===== config.mk =====
export PLATFORM = sky130hd
export DESIGN_NAME = fill_span_writer
export DESIGN_NICKNAME = d
export VERILOG_FILES = /design/src/rtl/fill_span_writer.sv
export SDC_FILE = /design/constraint.sdc
export NUM_CORES = 1
export LEC_CHECK = 0
export BUFFER_PORTS_ARGS = -buffer_cell sky130_fd_sc_hd__buf_2
export CAP_MARGIN = 20
export CORE_ASPECT_RATIO = 1.5
export CORE_MARGIN = 2
export CORE_UTILIZATION = 52
export CTS_CLUSTER_SIZE = 10
export DETAILED_ROUTE_END_ITERATION = 8
export HOLD_SLACK_MARGIN = 0.02
export PLACE_DENSITY = 0.74
export SYNTH_ARGS = -nofsm -noshare
export SYNTH_HDL_FRONTEND = slang
export SYNTH_SLANG_ARGS = --single-unit

===== constraint.sdc =====
create_clock -name clk -period 4.5 [get_ports clk]
set_input_delay 0.9 -clock clk [delete_from_list [all_inputs] [get_ports clk]]
set_output_delay 0.9 -clock clk [all_outputs]
set_load 0.02 [all_outputs]

===== src/rtl/fill_span_writer.sv =====
// fill_span_writer
// Writes one horizontal span of pixels (one scanline, x_lo..x_hi, clipped to
// the screen width) into the frame buffer over a req/ack write port, then
// pulses fill_done and waits for the controller to drop fill_start.
// Optional feature: define FILL_PIXEL_COUNT_EN to add the pixel_count output,
// which counts acknowledged writes in the current span.
module fill_span_writer #(
    parameter int X_W      = 10,
    parameter int Y_W      = 9,
    parameter int COLOR_W  = 8,
    parameter int ADDR_W   = 19,
    parameter int SCREEN_W = 640
) (
    input  logic               clk,
    input  logic               rst,
    input  logic               fill_start,
    input  logic [Y_W-1:0]     y_row,
    input  logic [X_W-1:0]     x_left,
    input  logic [X_W-1:0]     x_right,
    input  logic [COLOR_W-1:0] color,
    input  logic               mem_ack,
    output logic               mem_req,
    output logic [ADDR_W-1:0]  mem_addr,
    output logic [COLOR_W-1:0] mem_wdata,
    output logic               busy,
`ifdef FILL_PIXEL_COUNT_EN
    output logic [X_W-1:0]     pixel_count,
    output logic               fill_done
`else
    output logic               fill_done
`endif
);

    // Rightmost visible column; also the clip value for x_hi.
    localparam logic [X_W-1:0] X_MAX = X_W'(SCREEN_W - 1);

    typedef enum logic [2:0] {
        S_IDLE,
        S_LOAD,
        S_WRITE,
        S_DONE,
        S_REARM
    } state_t;

    state_t               state_q, state_d;
    logic [Y_W-1:0]       y_q, y_d;
    logic [COLOR_W-1:0]   color_q, color_d;
    logic [X_W-1:0]       x_lo_q, x_lo_d;
    logic [X_W-1:0]       x_hi_q, x_hi_d;
    logic [X_W-1:0]       x_q, x_d;
    logic [ADDR_W-1:0]    addr_q, addr_d;
    logic                 abort_q, abort_d;
`ifdef FILL_PIXEL_COUNT_EN
    logic [X_W-1:0]       pix_cnt_q, pix_cnt_d;
`endif

    // State register.
    // NOTE: sequential state uses non-blocking (<=) so every flop samples pre-edge values.
    always_ff @(posedge clk or posedge rst) begin
        if (rst) begin
            state_q <= S_IDLE;
        end else begin
            state_q <= state_d;
        end
    end

    // Next-state and output decode. An abort (fill_start low in LOAD/WRITE)
    // never cuts a pending write short: the beat finishes on ack first, and a
    // final ack always wins over an abort so the span reports completion.
    always_comb begin
        // NOTE: defaults first so every path assigns every output; no latches inferred.
        state_d   = state_q;
        mem_req   = 1'b0;
        busy      = 1'b0;
        fill_done = 1'b0;
        case (state_q)
            S_IDLE: begin
                if (fill_start) state_d = S_LOAD;
            end
            S_LOAD: begin
                busy = 1'b1;
                if (!fill_start)         state_d = S_IDLE;
                else if (x_lo_q > X_MAX) state_d = S_DONE;
                else                     state_d = S_WRITE;
            end
            S_WRITE: begin
                busy    = 1'b1;
                mem_req = 1'b1;
                if (mem_ack) begin
                    if (x_q == x_hi_q)               state_d = S_DONE;
                    else if (abort_q || !fill_start) state_d = S_IDLE;
                end
            end
            S_DONE: begin
                busy      = 1'b1;
                fill_done = 1'b1;
                state_d   = S_REARM;
            end
            S_REARM: begin
                if (!fill_start) state_d = S_IDLE;
            end
            default: state_d = S_IDLE;
        endcase
    end

    // Datapath next-state: latch the request, set up the first address, then
    // step x and the address together on every accepted write.
    always_comb begin
        y_d     = y_q;
        color_d = color_q;
        x_lo_d  = x_lo_q;
        x_hi_d  = x_hi_q;
        x_d     = x_q;
        addr_d  = addr_q;
        abort_d = abort_q;
`ifdef FILL_PIXEL_COUNT_EN
        pix_cnt_d = pix_cnt_q;
`endif
        case (state_q)
            S_IDLE: begin
                if (fill_start) begin
                    y_d     = y_row;
                    color_d = color;
                    x_lo_d  = (x_left <= x_right) ? x_left  : x_right;
                    x_hi_d  = (x_left <= x_right) ? x_right : x_left;
                end
            end
            S_LOAD: begin
                x_hi_d  = (x_hi_q > X_MAX) ? X_MAX : x_hi_q;
                abort_d = 1'b0;
`ifdef FILL_PIXEL_COUNT_EN
                pix_cnt_d = '0;
`endif
                if (x_lo_q <= X_MAX) begin
                    x_d    = x_lo_q;
                    addr_d = ADDR_W'(y_q) * ADDR_W'(SCREEN_W) + ADDR_W'(x_lo_q);
                end
            end
            S_WRITE: begin
                if (!fill_start) abort_d = 1'b1;
                if (mem_ack) begin
                    x_d    = x_q + X_W'(1);
                    addr_d = addr_q + ADDR_W'(1);
`ifdef FILL_PIXEL_COUNT_EN
                    pix_cnt_d = pix_cnt_q + X_W'(1);
`endif
                end
            end
            default: ;
        endcase
    end

    // Datapath registers, all cleared by reset.
    always_ff @(posedge clk or posedge rst) begin
        if (rst) begin
            y_q     <= '0;
            color_q <= '0;
            x_lo_q  <= '0;
            x_hi_q  <= '0;
            x_q     <= '0;
            addr_q  <= '0;
            abort_q <= 1'b0;
`ifdef FILL_PIXEL_COUNT_EN
            pix_cnt_q <= '0;
`endif
        end else begin
            y_q     <= y_d;
            color_q <= color_d;
            x_lo_q  <= x_lo_d;
            x_hi_q  <= x_hi_d;
            x_q     <= x_d;
            addr_q  <= addr_d;
            abort_q <= abort_d;
`ifdef FILL_PIXEL_COUNT_EN
            pix_cnt_q <= pix_cnt_d;
`endif
        end
    end

    assign mem_addr  = addr_q;
    assign mem_wdata = color_q;
`ifdef FILL_PIXEL_COUNT_EN
    assign pixel_count = pix_cnt_q;
`endif

endmodule


Word-level counts from Yosys, hierarchy flattened
Cells that the tools add are included.
{"block": "word_totals", "register_bits": 70, "inputBits": 41, "out_inout_bits": 30}
{"block": "classes", "addsub": 3, "multipliers": 1, "n_lt_le_gt_ge": 4, "n_eq_ne": 12, "n_mux": 24, "reduce_logical": 11}
{"op": "$mux 10", "n": 6}
{"op": "$pmux 10 s2", "n": 2}
{"op": "$mux 19", "n": 2}
{"op": "$pmux 19 s2", "n": 1}
{"op": "$gt 10x10->1 const B", "n": 2}
{"op": "$add 19x1->19 const B", "n": 1}
{"op": "$add 19x10->19", "n": 1}
{"op": "$mux 3", "n": 5}
{"op": "$pmux 3 s5", "n": 1}
{"op": "$mul 9x3->12 const B", "n": 1}
{"op": "$ne 2x2->1 const B", "n": 6}
{"op": "$add 10x1->10 const B", "n": 1}
{"op": "$eq 10x10->1", "n": 1}
{"op": "$le 10x10->1", "n": 1}
{"op": "$le 10x10->1 const B", "n": 1}
{"op": "$eq 3x2->1 const B", "n": 2}
{"op": "$reduce_and 3->1", "n": 2}
{"op": "$mux 1", "n": 5}
{"op": "$reduce_and 2->1", "n": 2}
{"op": "$reduce_and 4->1", "n": 1}
{"op": "$reduce_bool 2->1", "n": 2}
{"op": "$eq 3x1->1 const B", "n": 1}
{"op": "$eq 3x3->1 const B", "n": 1}
{"op": "$logic_not 3->1", "n": 1}
{"op": "6 further kinds", "n": 6}

Logic depth before layout (Yosys ltp)
Gate-level depths: netlist of the first run.
{"block": "depth", "word_depth": 6, "ltp_mapped": 9}

Worst setup path after synthesis of the first run
No wires, ideal clock.
{"block": "synth_timing", "path_kind": "input-to-reg", "startpoint": "in x_right[1]", "endpoint": "reg x_hi_q[4]", "setup_ns": 0.137, "arrival_ns": 2.405, "slack_ns": 1.958, "cell_stages": 9, "cell_sequence": "inv_1 -> ha_1 -> nor2b_1 -> o211ai_1 -> a21o_1 -> a31oi_1 -> buf_2 -> mux2i_1 -> a21oi_1"}
{"block": "synth_between", "elab_chain_len": 4}
{"item": "from (decl)", "line_no": "19", "text": "input logic [X_W-1:0] x_right,"}
{"item": "$le 10x10->1", "line_no": "125", "text": "x_hi_d = (x_left <= x_right) ? x_right : x_left;"}
{"item": "$mux 10", "line_no": "125"}
{"item": "$mux 10", "line_no": "121", "text": "if (fill_start) begin"}
{"item": "$pmux 10 s2", "line_no": "119", "text": "case (state_q)"}
{"item": "to (signal assigned)", "line_no": "170", "text": "x_hi_q <= x_hi_d;"}
{"item": "to (decl)", "line_no": "49", "text": "logic [X_W-1:0] x_hi_q, x_hi_d;"}
Every way passes these cells. The select of a mux whose other input is x is not followed.
A chain may end at the register's enable or synchronous reset.

Worst setup path in the final report of the first run
{"block": "layout_timing", "startpoint": "reg state_q[2]", "endpoint": "out mem_req"}
{"block": "layout_between", "elab_chain_len": 2}
{"item": "from (decl)", "line_no": "45", "text": "state_t state_q, state_d;"}
{"item": "from (signal assigned)", "line_no": "63", "text": "state_q <= state_d;"}
{"item": "$eq 3x2->1", "line_no": "76", "text": "case (state_q)"}
{"item": "$mux 1", "line_no": "76"}
{"item": "to (decl)", "line_no": "22", "text": "output logic mem_req,"}
Every way passes these cells.

==> impl_summary.md, run 1 <==
Logic synthesis
By area the synthesized netlist is led by sky130_fd_sc_hd__dfrtp_1 (38%), sky130_fd_sc_hd__ha_1 (7.8%), sky130_fd_sc_hd__nand2_1 (7.4%). The average cell area after synthesis is 8.53 µm². The number of nets handed over by synthesis was 618. The share of synthesized flip-flops with an asynchronous set or reset is between 90% and 100%. For this run, the leading register cell type out of synthesis is sky130_fd_sc_hd__dfrtp_1. The number of warnings printed during yosys synthesis is 0. Synthesis produced a netlist whose cell count is 546.

Counting flops with a built-in enable in the synthesized netlist gives 0. The largest area contributor in the netlist is sky130_fd_sc_hd__dfrtp_1. The number of flip-flops and latches in the synthesized netlist is 70.

After synthesis, the netlist uses 63 different library cells. The share of the Yosys chip area taken by registers is 37.6%. Summing every instance area after synthesis gives about 0.0047 mm².

The share of Yosys cell area claimed by the top area cell type is 37.6%.

Layout
0 antenna diodes ended up in the layout. The library cells used most frequently in the layout, excluding fill and tap cells, are sky130_fd_sc_hd__nand2_1 (92), sky130_fd_sc_hd__dfrtp_1 (70), sky130_fd_sc_hd__buf_2 (70). The number of nets in the finished design is 678. Of the cells placed in the final design, the portion with a size suffix greater than 1 is 17.3%.

At the end of the flow the core is filled with cells to 61.8%. Leaving out fill and tap cells, the most frequent cell in the layout is sky130_fd_sc_hd__nand2_1. Counting the fill cells in the layout gives 790. The area growth from synthesis to final layout is 16.5%.

Placement
The post-place setup slack is roughly 1.4 ns. The estimated wirelength of the detail-placed design is 8300 µm. At the end of routability-driven placement, the weighted congestion stood at 0.862. The count of buffers added on input and output ports is 70.

Timing
The worst path meets setup with 1.59 ns of slack. At the pin with the least slew margin, the transition time is 0.756 ns. Measured against its own limit, the worst slew margin works out to 49.4%. The number of hold violations in the final report is 0. In the final timing run, aggregate negative setup slack is 0 ns.

The worst-case clock skew is 0.00877 ns. Setup violations remaining at the end of the flow were counted as 0. The final-report max-slew violation count is 0. Setup repair after global routing left no endpoint under its margin. Based on the critical path, the design can be clocked at up to between 300 and 400 MHz. For the finished layout, the period the worst path requires is 2.91 ns. Hold timing on the final database bottoms out at a slack of 0.467 ns. The post-route fraction of the period consumed by the critical path is 64.7%.

Worst setup path
Data arrives at the worst endpoint at 2.01 ns. Walking the worst path, the cells encountered are or3b_1 -> buf_4 -> inv_6 -> buf_2. On the critical path the largest part of the delay comes from buffers and inverters. The worst setup path is launched from a flop.

The worst-path maximum fanout is 44. For this design, the slowest cell found on the critical path is sky130_fd_sc_hd__dfrtp_1. STA classifies the critical path endpoint as an output port.

The worst stage delay on the critical path is 0.50 ns. The number of buffers and inverters on the critical path is 3. The critical path required time is about 3.6 ns. The critical path is of the flop to output port type.

Clocking
The number of setup buffers added after CTS is 0. TritonCTS created 9 clock buffers. In this run, post-CTS hold repair placed 0 buffers.

For the worst-skew pair, the clock arrives at the later sink with an insertion delay of approximately 0.34 ns. The clock root buffer is sky130_fd_sc_hd__clkbuf_16. The H-tree was split into 3 levels. The clock net in this run drives a total of 70 sinks. The maximum clock path buffer count is 2. The clock transition at the registers of the reported paths is approximately 0.06 ns. The clock tree from TritonCTS is yes.

In this run, post-CTS repair resized a total of 0 instances.

Floorplan
The row count is 42. Once the floorplan was initialized, standard cells occupied a little over half of the core. Pin placement for this block handled 71 I/O pins. The floorplan step set the die width to 81.3 µm. The die covers 0.00974 mm². The core area is 0.00878 mm².

The die is 120 µm tall.

Pwr
In this run the power density over the cells is 855 mW/mm². VDD sags by at most 335 µV. The leakage power total is 2.55 nW.

Detailed routing
Using the TritonRoute via totals, the vias-per-cell ratio works out to 5.92. The count of nets left with antenna violations once routing finished came out at 0. The total iterations of the first detailed-routing run is 5. The DRC violation count after routing is 0. The count of vias placed by the detailed router is between 4000 and 5000. The total length of routed wires is 11400 µm. After detailed routing, the average wire length per cell comes to 15.8 µm. The number of violations reported at the end of detailed-routing iteration 0 is roughly 240.

Flow run
The max-capacitance violation count is 0.

GRT
The number of global-route vias before repair is about 4100. The number of antenna violations at the first check in global routing was 0. The largest net degree at the start of global routing is 49.

The global-route wire length before repair is 19300 µm. For this run, the total global-route usage over all layers was measured as between 20% and 30%. The total overflow left after global routing is 0.

Run status
The run finished with clean final reports.

Min path
The tightest min-delay check is of the flop to flop type.
[through the flow]
stage	std cells	power, mW	area, µm²
global placement	704	3.72	5070
detailed placement	704	3.83	5070
floorplan	546	3.18	4660
global route	721	5.02	5430
CTS	720	4.65	5410
finish	721	4.64	5430
[layer usage]
layer / track usage (%) / vias up / wire length [µm]
met1: 29.9 / 2047 / 4570
met4: 11.8 / 0 / 410
met5: 0 / - / 0
met3: 5.56 / 31 / 464
li1: - / 2075 / -
met2: 43.2 / 114 / 5980
[final timing paths]
| path | slack [ns] | start | endpoint | cells after the start |
|---|---|---|---|---|
| max in group asynchronous | 3.13 | rst | x_q[4] | 4 |
| worst min register to register | 0.47 | mem_wdata[6] | mem_wdata[6] | 2 |
| worst min-delay path | 0.47 | mem_wdata[6] | mem_wdata[6] | 2 |
| worst max register to register | 1.71 | y_q[1] | mem_addr[17] | 9 |
| min in group asynchronous | 0.51 | rst | y_q[0] | 2 |
| worst max-delay path | 1.59 | state_q[2] | mem_req | 4 |
[where the power goes]
group / switching, mW / total [mW] / internal [mW]
clock network: 0.266 / 0.796 / 0.530
logic: 1.52 / 2.53 / 1.01
registers: 0.374 / 1.32 / 0.944
[cell families (layout without fill, tap and decap cells)]
| logic type | count (synthesis) | count (layout) | share of synthesized area (%) |
|---|---|---|---|
| AO/OA/AOI/OAI | 150 | 150 | 19.7 |
| multiplexers | 19 | 19 | 4.08 |
| adder cells (fa/ha/maj) | 31 | 31 | 8.65 |
| XOR/XNOR | 20 | 20 | 3.76 |
| flip-flops | 70 | 70 | 37.6 |
| buffers and inverters | 49 | 114 | 4.59 |
| AND/OR/NAND/NOR | 207 | 207 | 21.6 |
[sequential cells by signal, indices dropped and copies added (netlist names)]
name	count
abort_q	1
x_hi_q	10
y_q	9
state_q	3
mem_wdata	8
x_lo_q	10
mem_addr	19
x_q	10
[area by class of cell]
| class | count | area, µm² | share of cell area [%] |
|---|---|---|---|
| Clock buffer | 13 | 270 | 4.98 |
| Clock inverter | 3 | 65.1 | 1.20 |
| Inverter | 22 | 87.6 | 1.61 |
| Multi-Input combinational cell | 427 | 2710 | 49.9 |
| Sequential cell | 70 | 1750 | 32.3 |
| Tap cell | 110 | 138 | 2.54 |
| Timing Repair Buffer | 76 | 408 | 7.52 |
[tightest hold or removal path, stage by stage (launching register included)]
cell	delay, ns
sky130_fd_sc_hd__dfrtp_1	0.33
sky130_fd_sc_hd__nand2_1	0.05
sky130_fd_sc_hd__nand2_1	0.05
[synth_stat cells (11+ instances only)]
| master | n |
|---|---|
| sky130_fd_sc_hd__xor2_1 | 11 |
| sky130_fd_sc_hd__inv_1 | 21 |
| sky130_fd_sc_hd__nand3_1 | 14 |
| sky130_fd_sc_hd__o21ai_0 | 33 |
| sky130_fd_sc_hd__ha_1 | 29 |
| sky130_fd_sc_hd__clkbuf_1 | 15 |
| sky130_fd_sc_hd__nand2_1 | 92 |
| sky130_fd_sc_hd__nand4_1 | 11 |
| sky130_fd_sc_hd__a21oi_1 | 57 |
| sky130_fd_sc_hd__nor2_1 | 37 |
| sky130_fd_sc_hd__dfrtp_1 | 70 |
| sky130_fd_sc_hd__mux2i_1 | 19 |
| sky130_fd_sc_hd__buf_2 | 11 |
Power figures use the tool's default switching activity.
==> run 2: changes to the inputs <==
==> constraint.sdc (replaced) <==
create_clock -name clk -period 2.9 [get_ports clk]
set_input_delay 0.58 -clock clk [delete_from_list [all_inputs] [get_ports clk]]
set_output_delay 0.58 -clock clk [all_outputs]
set_load 0.02 [all_outputs]
==> impl_summary.md, run 2 (synthesized netlist as in run 1, its figures left out) <==
Run status
Result of the run: complete, no violations (unchanged).

Pwr
The clock power share is 14.1% (was 17.1%). The power density over cell area is 1290 mW/mm² (was 855 mW/mm²). The leakage power total came to 2.51 nW (was 2.55 nW). The net switching power is 3.27 mW (was 2.16 mW). The overall power consumption came to 6.89 mW (was 4.64 mW). The maximum resistive drop on vdd came to 543 µV (was 335 µV). The switching fraction of total power is 47.5% (was 46.5%).

The internal power is 3.62 mW (was 2.48 mW). The sequential group share of total power is 29.4% (was 28.4%). The portion of total power attributed to combinational logic was 56.5% (was 54.5%).

Layout
Most frequent cells in the layout: sky130_fd_sc_hd__nand2_1 (92), sky130_fd_sc_hd__dfrtp_1 (70), sky130_fd_sc_hd__buf_2 (70) (unchanged). The ratio of cells with drive above 1 in the final layout is 16.8% (was 17.3%). The number of nets in the finished design is 677 (was 678). The number of diodes is 0 (unchanged).

The area growth from synthesis to final layout is 14.7% (was 16.5%). The commonest non-fill, non-tap cell in the layout was sky130_fd_sc_hd__nand2_1 (unchanged). The flip-flop count of the largest register, all copies and words added is 19 (unchanged). The share of the core filled with cells in the final layout is 60.8% (was 61.8%).

GRT
The global-route wire length before repair is 18600 µm (was 19300 µm). The global router's overall resource usage was 24.4% (was 25.4%). The number of global-route vias before repair is 4132 (was 4127).

The total global routing overflow came to 0 (unchanged). The largest net degree at the start of global routing is 71 (was 49). The number of antenna violations at the first check in global routing came to 0 (unchanged).

Timing
The smallest clock period supported by the final layout is computed as 2.68 ns. The count of final setup violators was 0 (unchanged). The slew at the pin closest to its max-slew limit is 0.647 ns (was 0.756 ns). Setup repair after global routing missed its margin: no (unchanged). The post-route fraction of the period consumed by the critical path is 92.6%. The tightest slew margin relative to the limit is 56.6% (was 49.4%). The maximum clock frequency is about 370 MHz. The final-report max-slew violation count was 0 (unchanged). The worst-case clock skew is 0.00589 ns (was 0.00877 ns). The total negative setup slack came to 0 ns (unchanged). The number of hold violations in the final report is 0 (unchanged).

Detailed routing
The DRC violation count after routing was 0 (unchanged). The count of vias placed by the detailed router is 4245 (was 4267). The total length of routed wires came to 11000 µm (was 11400 µm). The number of nets still failing antenna checks after routing is 0 (unchanged). The number of violations reported at the end of detailed-routing iteration 0 is 247 (was 243). The total iterations of the first detailed-routing run is 5 (unchanged).

The post-detailed-route via-to-cell ratio is 5.91 (was 5.92). The average wire per standard cell is 15.3 µm (was 15.8 µm).

Clocking
The maximum clock path buffer count is 2 (unchanged). The number of buffers created by CTS is 9 (unchanged). The clock transition at the registers of the reported paths was 0.05 ns (was 0.06 ns). The number of setup buffers added after CTS came to 0 (unchanged). The number of clock sinks seen by CTS was 70 (unchanged).

The post-cts resize count is 0 (unchanged). The clock root buffer is sky130_fd_sc_hd__clkbuf_16 (unchanged). The clock tree from TritonCTS is yes (unchanged).

The cts-stage hold buffer count is 0 (unchanged). The H-tree level count was 3 (unchanged). The clock latency of the later-clocked register in the worst-skew pair came to 0.33 ns (was 0.34 ns).

Floorplan
The floorplan die height is 120 µm (unchanged). The core area is 0.00878 mm² (unchanged). The die footprint came to 0.00974 mm² (unchanged). The I/O pin count was 71 (unchanged). The starting density of the core is 53.1% (unchanged). The die boundary width was 81.3 µm (unchanged). The row count is 42 (unchanged).

Worst setup path
The type of the worst setup path is flop to flop (was flop to output port). The worst-path maximum fanout came to 4 (was 44). The startpoint type of the worst setup path is a flop (unchanged). The critical path required time was 3.13 ns (was 3.60 ns). The type of element capturing the critical path was a flop (was output port).

The worst endpoint data arrival time came to 2.91 ns (was 2.01 ns).

Placement
The last weighted congestion value of the routability-driven placer came to 0.845 (was 0.862). The estimated wirelength of the detail-placed design is 8110 µm (was 8300 µm). The count of buffers inserted at the top-level ports is 70 (unchanged).

Min path
The path class of the lowest-slack min-delay path is input pin to asynchronous set/reset pin (was flop to flop).

Flow run
The max-capacitance violation count is 0 (unchanged).
-- run 2: per-stage QoR --
stage / worst slack (ns) / hold WS [ns] / cell area, µm² / cells
6_report: 0.215 / 0.322 / 5340 / 718
5_1_grt: 0.00239 / 0.374 / 5340 / 718
4_1_cts: 0.205 / 0.344 / 5340 / 718
3_5_place_dp: 0.220 / 0.465 / 5080 / 704
3_3_place_gp: 0.308 / 0.456 / 5080 / 704
2_1_floorplan: 0.411 / 0.442 / 4660 / 546
-- run 2: critical path, cell delays in order, from the launching register on --
cell,delay (ns)
sky130_fd_sc_hd__dfrtp_1,0.40
sky130_fd_sc_hd__ha_1,0.30
sky130_fd_sc_hd__ha_1,0.23
sky130_fd_sc_hd__fa_1,0.41
sky130_fd_sc_hd__a21o_1,0.21
sky130_fd_sc_hd__a21oi_1,0.19
sky130_fd_sc_hd__xnor2_1,0.22
sky130_fd_sc_hd__nand4_1,0.21
sky130_fd_sc_hd__xnor2_1,0.17
sky130_fd_sc_hd__a221oi_1,0.23
-- run 2: worst paths after layout --
path	to	cells past startpoint	slack, ns	from
worst max-delay path	mem_addr[16]	9	0.22	y_q[1]
min in group clk	y_q[4]	3	0.44	y_row[4]
worst min register to register	mem_wdata[2]	2	0.47	mem_wdata[2]
worst max register to register	mem_addr[16]	9	0.22	y_q[1]
worst min-delay path	mem_wdata[6]	3	0.32	rst
max in group asynchronous	mem_addr[18]	3	2.27	rst
-- run 2: layout make-up --
type	count	area, µm²
Inverter	22	87.6
Timing Repair Buffer	75	400
Fill cell	793	3440
Clock inverter	2	10.0
Sequential cell	70	1750
Multi-Input combinational cell	427	2710
Tap cell	110	138
Clock buffer	12	246
-- run 2: layer usage --
layer | global-route usage (%) | vias up | part of all wire (%)
met1 | 28.1 | 2074 | 40
met3 | 3.68 | 20 | 2.7
met5 | 0 | - | 0
li1 | - | 2069 | -
met4 | 10.4 | 0 | 2.9
met2 | 43.6 | 82 | 54
-- run 2: power by group through the flow --
| stage | clock network, mW | logic, mW | registers [mW] |
|---|---|---|---|
| floorplan | 0 | 2.86 | 2.07 |
| global placement | 0 | 3.78 | 2.00 |
| detailed placement | 0 | 3.89 | 2.03 |
| CTS | 0.978 | 3.92 | 2.02 |
| global route | 1.03 | 4.38 | 2.10 |
| finish | 0.970 | 3.90 | 2.02 |
